===== config.mk =====
export PLATFORM = sky130hd
export DESIGN_NAME = counter_ctrl_flat
export DESIGN_NICKNAME = d
export VERILOG_FILES = /design/src/rtl/counter_ctrl_pkg.sv /design/src/rtl/counter_ctrl_if.sv /design/src/rtl/counter_ctrl_btn_debounce.sv /design/src/rtl/counter_ctrl.sv /design/src/flat_wrapper.sv
export SDC_FILE = /design/constraint.sdc
export NUM_CORES = 1
export LEC_CHECK = 0
export CORE_ASPECT_RATIO = 0.7
export CORE_MARGIN = 2
export CORE_UTILIZATION = 40
export DETAILED_ROUTE_END_ITERATION = 6
export GPL_TIMING_DRIVEN = 0
export RECOVER_POWER = 100
export REMOVE_ABC_BUFFERS = 1
export SLEW_MARGIN = 25
export SYNTH_ARGS = -nofsm -noshare
export SYNTH_HDL_FRONTEND = slang
export SYNTH_SLANG_ARGS = --single-unit

===== constraint.sdc =====
create_clock -name clk -period 4.7 [get_ports clk]
set_clock_uncertainty 0.1 [all_clocks]
set_input_delay 0.94 -clock clk [delete_from_list [all_inputs] [get_ports clk]]
set_output_delay 0.94 -clock clk [all_outputs]
set_load 0.05 [all_outputs]

===== src/rtl/counter_ctrl_pkg.sv =====
// Shared definitions for the icestick pmod button/counter projects:
// FSM encodings, board clock default and the standard debounce length.
package counter_ctrl_pkg;

  typedef enum logic {
    ST_STOPPED = 1'b0,
    ST_RUNNING = 1'b1
  } state_t;

  // 12 MHz icestick oscillator
  localparam int DEFAULT_CLK_HZ = 12_000_000;

  // 10 ms of stable level at 12 MHz before a button level is accepted
  localparam int DEFAULT_DEBOUNCE_CYCLES = 120_000;

  // Bits needed to hold the values 0..n-1 (at least one bit)
  function automatic int cnt_width(input int n);
    return (n <= 1) ? 1 : $clog2(n);
  endfunction

endpackage


===== src/rtl/counter_ctrl_if.sv =====
// Button inputs and LED/status outputs of the run/stop/step counter.
// The board side (buttons, LEDs) is the master, the controller is the slave.
interface counter_ctrl_if #(
  parameter int WIDTH = 4
);

  logic             btn_run;
  logic             btn_step;
  logic             btn_dir;
  logic [WIDTH-1:0] led;
  logic             running;
  logic             tick;
  logic             dir_down;

  modport master (
    output btn_run, btn_step, btn_dir,
    input  led, running, tick, dir_down
  );

  modport slave (
    input  btn_run, btn_step, btn_dir,
    output led, running, tick, dir_down
  );

endinterface


===== src/rtl/counter_ctrl_btn_debounce.sv =====
// Conditions one raw active-low push-button: two-flop synchronizer,
// consecutive-sample debounce counter and a press (1->0) edge pulse.
module btn_debounce
  import counter_ctrl_pkg::*;
#(
  parameter int CYCLES = DEFAULT_DEBOUNCE_CYCLES
) (
  input  logic clk,
  input  logic rst_n,
  input  logic btn_raw,
  output logic stable,
  output logic press
);

  localparam int CW = cnt_width(CYCLES);

  logic [1:0]    sync_q;
  logic [CW-1:0] cnt;

  // Bring the asynchronous pin into the clk domain; idles released (1)
  always_ff @(posedge clk or negedge rst_n) begin
    if (!rst_n) begin
      sync_q <= 2'b11;
    end else begin
      sync_q <= {sync_q[0], btn_raw};
    end
  end

  // Accept a new level after CYCLES differing samples in a row; pulse on press
  always_ff @(posedge clk or negedge rst_n) begin
    if (!rst_n) begin
      cnt    <= '0;
      stable <= 1'b1;
      press  <= 1'b0;
    end else begin
      press <= 1'b0;
      if (sync_q[1] == stable) begin
        cnt <= '0;
      end else if (cnt == CW'(CYCLES - 1)) begin
        cnt    <= '0;
        stable <= sync_q[1];
        press  <= stable;
      end else begin
        cnt <= cnt + CW'(1);
      end
    end
  end

endmodule


===== src/rtl/counter_ctrl.sv =====
// Run/stop/step controller for the icestick 4-bit LED counter.
// Three debounced buttons drive a RUNNING/STOPPED FSM; a prescaler paces
// the count while running, a step button advances it while stopped.
module counter_ctrl
  import counter_ctrl_pkg::*;
#(
  parameter int CLK_HZ          = DEFAULT_CLK_HZ,
  parameter int TICK_HZ         = 1,
  parameter int DEBOUNCE_CYCLES = DEFAULT_DEBOUNCE_CYCLES,
  parameter int WIDTH           = 4
) (
  input  logic clk,
  input  logic rst_n,
  counter_ctrl_if.slave bus
);

  localparam int DIV = CLK_HZ / TICK_HZ;
  localparam int PW  = cnt_width(DIV);
  localparam logic [WIDTH-1:0] ONE = WIDTH'(1);

  logic run_stable, step_stable, dir_stable;
  logic run_press, step_press, dir_press;
  logic run_ev, step_ev, dir_ev;

  state_t           state;
  logic [PW-1:0]    presc;
  logic [WIDTH-1:0] led_q;
  logic [WIDTH-1:0] next_led;
  logic             tick_q;
  logic             dir_q;

  btn_debounce #(.CYCLES(DEBOUNCE_CYCLES)) u_db_run (
    .clk     (clk),
    .rst_n   (rst_n),
    .btn_raw (bus.btn_run),
    .stable  (run_stable),
    .press   (run_press)
  );

  btn_debounce #(.CYCLES(DEBOUNCE_CYCLES)) u_db_step (
    .clk     (clk),
    .rst_n   (rst_n),
    .btn_raw (bus.btn_step),
    .stable  (step_stable),
    .press   (step_press)
  );

  btn_debounce #(.CYCLES(DEBOUNCE_CYCLES)) u_db_dir (
    .clk     (clk),
    .rst_n   (rst_n),
    .btn_raw (bus.btn_dir),
    .stable  (dir_stable),
    .press   (dir_press)
  );

  // A press pulse always coincides with the level having just gone low
  assign run_ev  = run_press  & ~run_stable;
  assign step_ev = step_press & ~step_stable;
  assign dir_ev  = dir_press  & ~dir_stable;

  // Modulo advance in the direction currently in force
  assign next_led = dir_q ? (led_q - ONE) : (led_q + ONE);

  // FSM, prescaler, direction and LED count; run beats a same-cycle advance
  always_ff @(posedge clk or negedge rst_n) begin
    if (!rst_n) begin
      state  <= ST_STOPPED;
      presc  <= '0;
      led_q  <= '0;
      tick_q <= 1'b0;
      dir_q  <= 1'b0;
    end else begin
      tick_q <= 1'b0;
      if (dir_ev) begin
        dir_q <= ~dir_q;
      end
      case (state)
        ST_STOPPED: begin
          presc <= '0;
          if (run_ev) begin
            state <= ST_RUNNING;
          end else if (step_ev) begin
            led_q  <= next_led;
            tick_q <= 1'b1;
          end
        end
        ST_RUNNING: begin
          if (run_ev) begin
            state <= ST_STOPPED;
            presc <= '0;
          end else if (presc == PW'(DIV - 1)) begin
            presc  <= '0;
            led_q  <= next_led;
            tick_q <= 1'b1;
          end else begin
            presc <= presc + PW'(1);
          end
        end
        default: begin
          state <= ST_STOPPED;
          presc <= '0;
        end
      endcase
    end
  end

  assign bus.led      = led_q;
  assign bus.running  = (state == ST_RUNNING);
  assign bus.tick     = tick_q;
  assign bus.dir_down = dir_q;

endmodule


===== src/flat_wrapper.sv =====
// flat-port wrapper written by rule: the top's interface ports become plain ports
module counter_ctrl_flat import counter_ctrl_pkg::*;
#(
  parameter int CLK_HZ          = DEFAULT_CLK_HZ,
  parameter int TICK_HZ         = 1,
  parameter int DEBOUNCE_CYCLES = DEFAULT_DEBOUNCE_CYCLES,
  parameter int WIDTH           = 4
)
  (clk, rst_n, bus_btn_run, bus_btn_step, bus_btn_dir, bus_led, bus_running, bus_tick, bus_dir_down);
  counter_ctrl_if #(.WIDTH(WIDTH)) bus_i ();
  input  logic clk;
  input  logic rst_n;
  input wire logic [$bits(bus_i.btn_run)-1:0] bus_btn_run;
  input wire logic [$bits(bus_i.btn_step)-1:0] bus_btn_step;
  input wire logic [$bits(bus_i.btn_dir)-1:0] bus_btn_dir;
  output wire logic [$bits(bus_i.led)-1:0] bus_led;
  output wire logic [$bits(bus_i.running)-1:0] bus_running;
  output wire logic [$bits(bus_i.tick)-1:0] bus_tick;
  output wire logic [$bits(bus_i.dir_down)-1:0] bus_dir_down;
  assign bus_i.btn_run = bus_btn_run;
  assign bus_i.btn_step = bus_btn_step;
  assign bus_i.btn_dir = bus_btn_dir;
  assign bus_led = bus_i.led;
  assign bus_running = bus_i.running;
  assign bus_tick = bus_i.tick;
  assign bus_dir_down = bus_i.dir_down;
  counter_ctrl #(.CLK_HZ(CLK_HZ), .TICK_HZ(TICK_HZ), .DEBOUNCE_CYCLES(DEBOUNCE_CYCLES), .WIDTH(WIDTH)) u_core (.clk(clk), .rst_n(rst_n), .bus(bus_i));
endmodule

Word-level counts from Yosys, hierarchy flattened. Cells that the tools add are included.

Bits in registers: 94. Input port bits: 5. Word-level logic and storage cells: 78.

Add/subtract/negate cells: 6. Eq/ne operators: 11. Multiplexer cells: 29. Bitwise gates (word level): 11. Reductions and logical operators: 4.

Operators with widths (count): 2-to-1 mux 17 bit (6); adder 17 x 1 -> 17 bit, second input constant (3); equality test 17 bit, second input constant (3); 2-to-1 mux 24 bit (2); case mux 24 bit (2 select lines) (1); adder 24 x 1 -> 24 bit, second input constant (1); equality test 24 bit, second input constant (1); 2-to-1 mux 4 bit (5); 2-to-1 mux 1 bit (12); inverter 1 bit (8); case mux 4 bit (2 select lines) (1); inequality test 2 bit, second input constant (3); AND reduction 2 bit (3); adder 4 x 1 -> 4 bit, second input constant (1); case mux 1 bit (2 select lines) (2); AND reduction 4 bit (1); subtractor 4 x 1 -> 4 bit, second input constant (1); bitwise AND 1 bit (3); equality test 1 bit (3); inequality test 2 x 1 -> 1 bit, second input constant (1).

Logic depth before layout (Yosys ltp).
Depth after elaboration: 5. Mapped depth: 6.

By module. From an unflattened synthesis, not the netlist that was laid out.

Cells, all modules: 438. Area, all modules: 4662.0 µm².

By module, submodules not included: btn_debounce (instances 3, cells each 94, area each 1012.2 µm², seq. area each 529.3 µm²); counter_ctrl (instances 1, cells each 156, area each 1625.3 µm², seq. area each 775.7 µm²).

Worst setup path before layout. OpenSTA, ideal clock, no wires.

Path type: register -> register. Start: reg u_core.state, in the netlist u_core.bus.running. End: reg u_core.led_q[2], in the netlist u_core.bus.led[2]. Library setup time: 0.127 ns. Data arrival time: 1.952 ns. Slack: 2.521 ns. Cell stages (with the launch flop): 5. Buffers on the path: 0. Path through: dfrtp_1 -> or3b_2 -> or3_1 -> a21bo_4 -> mux2_1.

Cells in the longest elaborated chain, start to end: 3. Elaborated cells on any way between the ends: 7. Classes of those cells: eq/ne (4); mux (1); bitwise (1); reduce/logical (1).

RTL lines: start: declaration (RTL line counter_ctrl.sv:25) `state_t state;`; start signal: assignment (RTL line counter_ctrl.sv:67) `state <= ST_STOPPED;`; start signal: assignment (RTL line counter_ctrl.sv:81) `state <= ST_RUNNING;`; start signal: assignment (RTL line counter_ctrl.sv:89) `state <= ST_STOPPED;`; inverter 1 bit (RTL line counter_ctrl.sv:77) `case (state)`; inequality test 2 bit (no line) / inequality test 2 x 1 -> 1 bit (equally long branches); AND reduction 4 bit (no line); end signal: assignment (RTL line counter_ctrl.sv:83) `led_q <= next_led;`; end signal: assignment (RTL line counter_ctrl.sv:93) `led_q <= next_led;`; end: declaration (RTL line counter_ctrl.sv:27) `logic [WIDTH-1:0] led_q;`.

Parallel ways exist; a longest one is shown, timed or not. A chain may end at the register's enable or synchronous reset.

Worst setup path after layout.
Start: reg u_core.u_db_step.cnt[9]. End: reg u_core.u_db_step.cnt[8].

Cells in the longest elaborated chain, start to end: 3.

RTL lines: start: declaration (RTL line counter_ctrl_btn_debounce.sv:18) `logic [CW-1:0] cnt;`; start signal: assignment (RTL line counter_ctrl_btn_debounce.sv:44) `cnt <= cnt + CW'(1);`; equality test 17 bit (RTL line counter_ctrl_btn_debounce.sv:39) `end else if (cnt == CW'(CYCLES - 1)) begin`; 2-to-1 mux 17 bit (RTL line counter_ctrl_btn_debounce.sv:39); 2-to-1 mux 17 bit (RTL line counter_ctrl_btn_debounce.sv:37) `if (sync_q[1] == stable) begin`.

Every way passes these cells.

==> flow_summary.yaml <==
route:
  drt_iter0_drc: 199
  vias: 3316
  drtPass1Iterations: 4
  antenna_left: 0
  wl_um: 8740
  drc: 0
  via_per_inst: 5.34
  avgRoutedWirePerCell_um: 14.1
finish:
  instances_no_fill: 621
  final_util_pct: 46.6
  drive_above_1_share_pct: 6.41
  final_cell_area_um2: 5210
  nets: 477
  antenna_cells: 0
  areaGrowthSynthToFinish_pct: 11.8
yosys:
  synth_cell_types: 50
  synth_seq_area_share_pct: 50.8
  synth-xor-area-share_pct: 11.7
  synth.area.top_cells: "dfrtp_1, xnor2_1, xor2_1, nor2_1, dfstp_2"
  synth_top_area_share_pct: 45.7
  yosysWarnings: 0
  synth-async-reset-ratio_pct: 100
  synth_edf_count: 0
  synth-main-ff-cell: "dfrtp_1"
  synth_seq_cells: 94
  synth_fa_ha_area_share_pct: 2.58
  synthSimpleGateAreaFrac_pct: 26.8
  netlist_instances: 451
  synth.area.mux_share_pct: 1.18
  synth_top_family_by_area: "simple AND/OR/NAND/NOR gates"
  synth_compound_area_share_pct: 4.94
  syn_area_um2: 4660
  synth_top_area_cell: "dfrtp_1"
  synth_area_per_cell_um2: 10.3
critical_path:
  crit_end: "u_core.u_db_step.cnt[8]"
  cp-end-kind: "register"
  path_class: "reg2reg"
  setup.worst_path.start: "u_core.u_db_step.cnt[9]"
  cp_max_fo: 16
  crit_required_ns: 4.75
  reg2reg_slack_ns: 1.89
  reg2reg_to: "u_core.u_db_step.cnt[8]"
  reg2reg_depth: 4
  rr_startpoint: "u_core.u_db_step.cnt[9]"
  start_kind: "register"
  worst_ep_arrival_time_ns: 2.85
sta:
  min_period_ns: 2.81
  slew_headroom_pct: -25.3
  slew_violations: 68
  max_freq_mhz: 356
  setup_violations: 0
  fin_hold_ws_ns: 0.256
  tns_ns: 0
  rsz0062_at_grt: "no"
  tightest_slew_ns: 1.88
  finalHoldViolCount: 0
  layout_setup_ws_ns: 1.89
  finalCritPeriodShare_pct: 59.7
power_and_ir_drop:
  power-per-cell-area_nw_per_um2: 309
  p_leak_nw: 2.04
  peakVddDrop_uv: 183
  power_mw: 1.61
floorplanning:
  die_x_um: 133
  initial_core_util_pct: 41.7
  core_um2: 11200
  ios: 12
  core.rowCount: 32
  die_h_um: 94.3
  dieArea_um2: 12500
run_status:
  outcome: "finished with violations"
  violations: "capacitance limit, slew limit"
grt:
  first_global_vias: 3293
  track_usage_pct: 15.9
  grt_first_pass_wirelength_um: 15900
  antenna_found_initial: 0
  grt_max_degree: 62
  overflow: 0
clocking:
  postCtsSetupBuffers: 0
  clk_latency_ns: 0.34
  hold_buffers: 0
  htreeDepth: 3
  numCtsBuffers: 9
  cts_root_buffer: "clkbuf_16"
  ctsResizeCount: 0
  cts_sinks: 94
  clk_pin_slew_ns: 0.06
  cts_max_path_buffers: 2
  cts_tree: "built"
placement:
  place_hpwl_um: 5950
  dpl.cell_count: 605
  io_buffers: 11
  dpl_cell_area_um2: 4930
  pre_cts_ws_ns: 2.38
  routabilityCongestion: 0.841
hold_path:
  hold_class: "reg2reg"
  min_from: "u_core.u_db_step.sync_q[0]"
run:
  drv_cap: 3
kinds of logic after synthesis:
kind of cell	count (synthesis)
multiplexers	5
adder cells (fa/ha/maj)	9
AO/OA/AOI/OAI	36
XOR/XNOR	62
buffers and inverters	20
AND/OR/NAND/NOR	225
flip-flops	94
placed cells by master, fill, tap and decap left out, types with 2 or more instances in the layout:
| cell | netlist | layout |
|---|---|---|
| a21oi_1 | 15 | 15 |
| and3_1 | 4 | 4 |
| and4_1 | 13 | 13 |
| clkbuf_1 | 2 | 3 |
| clkbuf_16 | 0 | 9 |
| clkbuf_8 | 0 | 2 |
| dfrtp_1 | 85 | 85 |
| dfstp_1 | 0 | 2 |
| dfstp_2 | 9 | 7 |
| dlygate4sd3_1 | 0 | 10 |
| ha_1 | 8 | 8 |
| inv_1 | 9 | 9 |
| mux2_2 | 3 | 3 |
| nand2_1 | 23 | 23 |
| nand3_1 | 29 | 29 |
| nand4_1 | 28 | 29 |
| nand4bb_1 | 3 | 3 |
| nor2_1 | 67 | 67 |
| nor2b_1 | 2 | 2 |
| nor3_1 | 12 | 12 |
| nor3b_1 | 3 | 3 |
| nor4_1 | 11 | 12 |
| nor4b_1 | 4 | 4 |
| nor4bb_1 | 2 | 2 |
| o21ai_0 | 6 | 8 |
| o31ai_1 | 4 | 4 |
| o41ai_1 | 2 | 2 |
| or3_1 | 7 | 7 |
| or3b_1 | 2 | 2 |
| or4_1 | 5 | 5 |
| xnor2_1 | 33 | 33 |
| xor2_1 | 29 | 29 |
per-layer routing:
metal	routed length, µm	share of wire [%]	vias up	global-route usage [%]
met5	0	0	-	0
met4	74	0.85	0	4.48
met3	323	3.7	9	4.26
met2	3810	44	54	23.7
met1	4530	52	1601	22.7
li1	-	-	1652	-
how the worst min path moves through the flow:
stage	end	slack [ns]	cells past startpoint
after floorplan	u_core.u_db_dir.sync_q[1]	0.25	0
after global placement	u_core.u_db_step.sync_q[1]	0.25	0
after detailed placement	u_core.u_db_step.sync_q[1]	0.25	0
after CTS	u_core.u_db_step.sync_q[1]	0.26	0
after global routing	u_core.u_db_step.sync_q[1]	0.26	0
final	u_core.u_db_step.sync_q[1]	0.26	0
final cells by class:
class / instances / area (µm²)
clock buffer: 13 / 260
multi-input combinational: 337 / 2180
fill: 1018 / 5960
timing repair buffer: 12 / 131
tap: 153 / 191
clock inverter: 3 / 42.5
sequential: 94 / 2360
inverter: 9 / 33.8
worst max-delay path: stages (launching register included):
cell     delay, ns
dfrtp_1       0.44
nor4b_1       0.35
nand4_1       0.22
o21ai_0       1.36
nor2_1        0.14
cell usage after synthesis, types with 2 or more instances:
cell / n
clkbuf_1: 2
o31ai_1: 4
inv_1: 9
nor2b_1: 2
or3b_1: 2
xor2_1: 29
o21ai_0: 6
dfrtp_1: 85
and2_1: 2
nor2_1: 67
ha_1: 8
dfstp_2: 9
xnor2_1: 33
nand2_1: 23
or4_1: 5
nor3_1: 12
nand3_1: 29
and3_1: 4
o41ai_1: 2
a21oi_1: 15
nor3b_1: 3
nor4b_1: 4
a31o_2: 2
nor4_1: 11
nand4_1: 28
buf_2: 4
mux2_2: 3
nand4bb_1: 3
and4_1: 13
buf_4: 4
or3_1: 7
nor4bb_1: 2
o21ai_1: 2
flip-flops by register name (all words and copies together), names as in the netlist, 2 cells and up:
signal	flops
u_core.u_db_step.cnt	17
u_core.u_db_step.sync_q	2
u_core.u_db_run.sync_q	2
u_core.u_db_dir.sync_q	2
u_core.bus.led	4
u_core.u_db_run.cnt	17
u_core.presc	24
u_core.u_db_dir.cnt	17
where the power goes:
part	switching, mW	total [mW]	internal [mW]
combinational	0.0300	0.0418	0.0118
clock	0.298	0.739	0.441
sequential	0.00891	0.829	0.820
No activity file was read; power rests on OpenSTA's default activity.
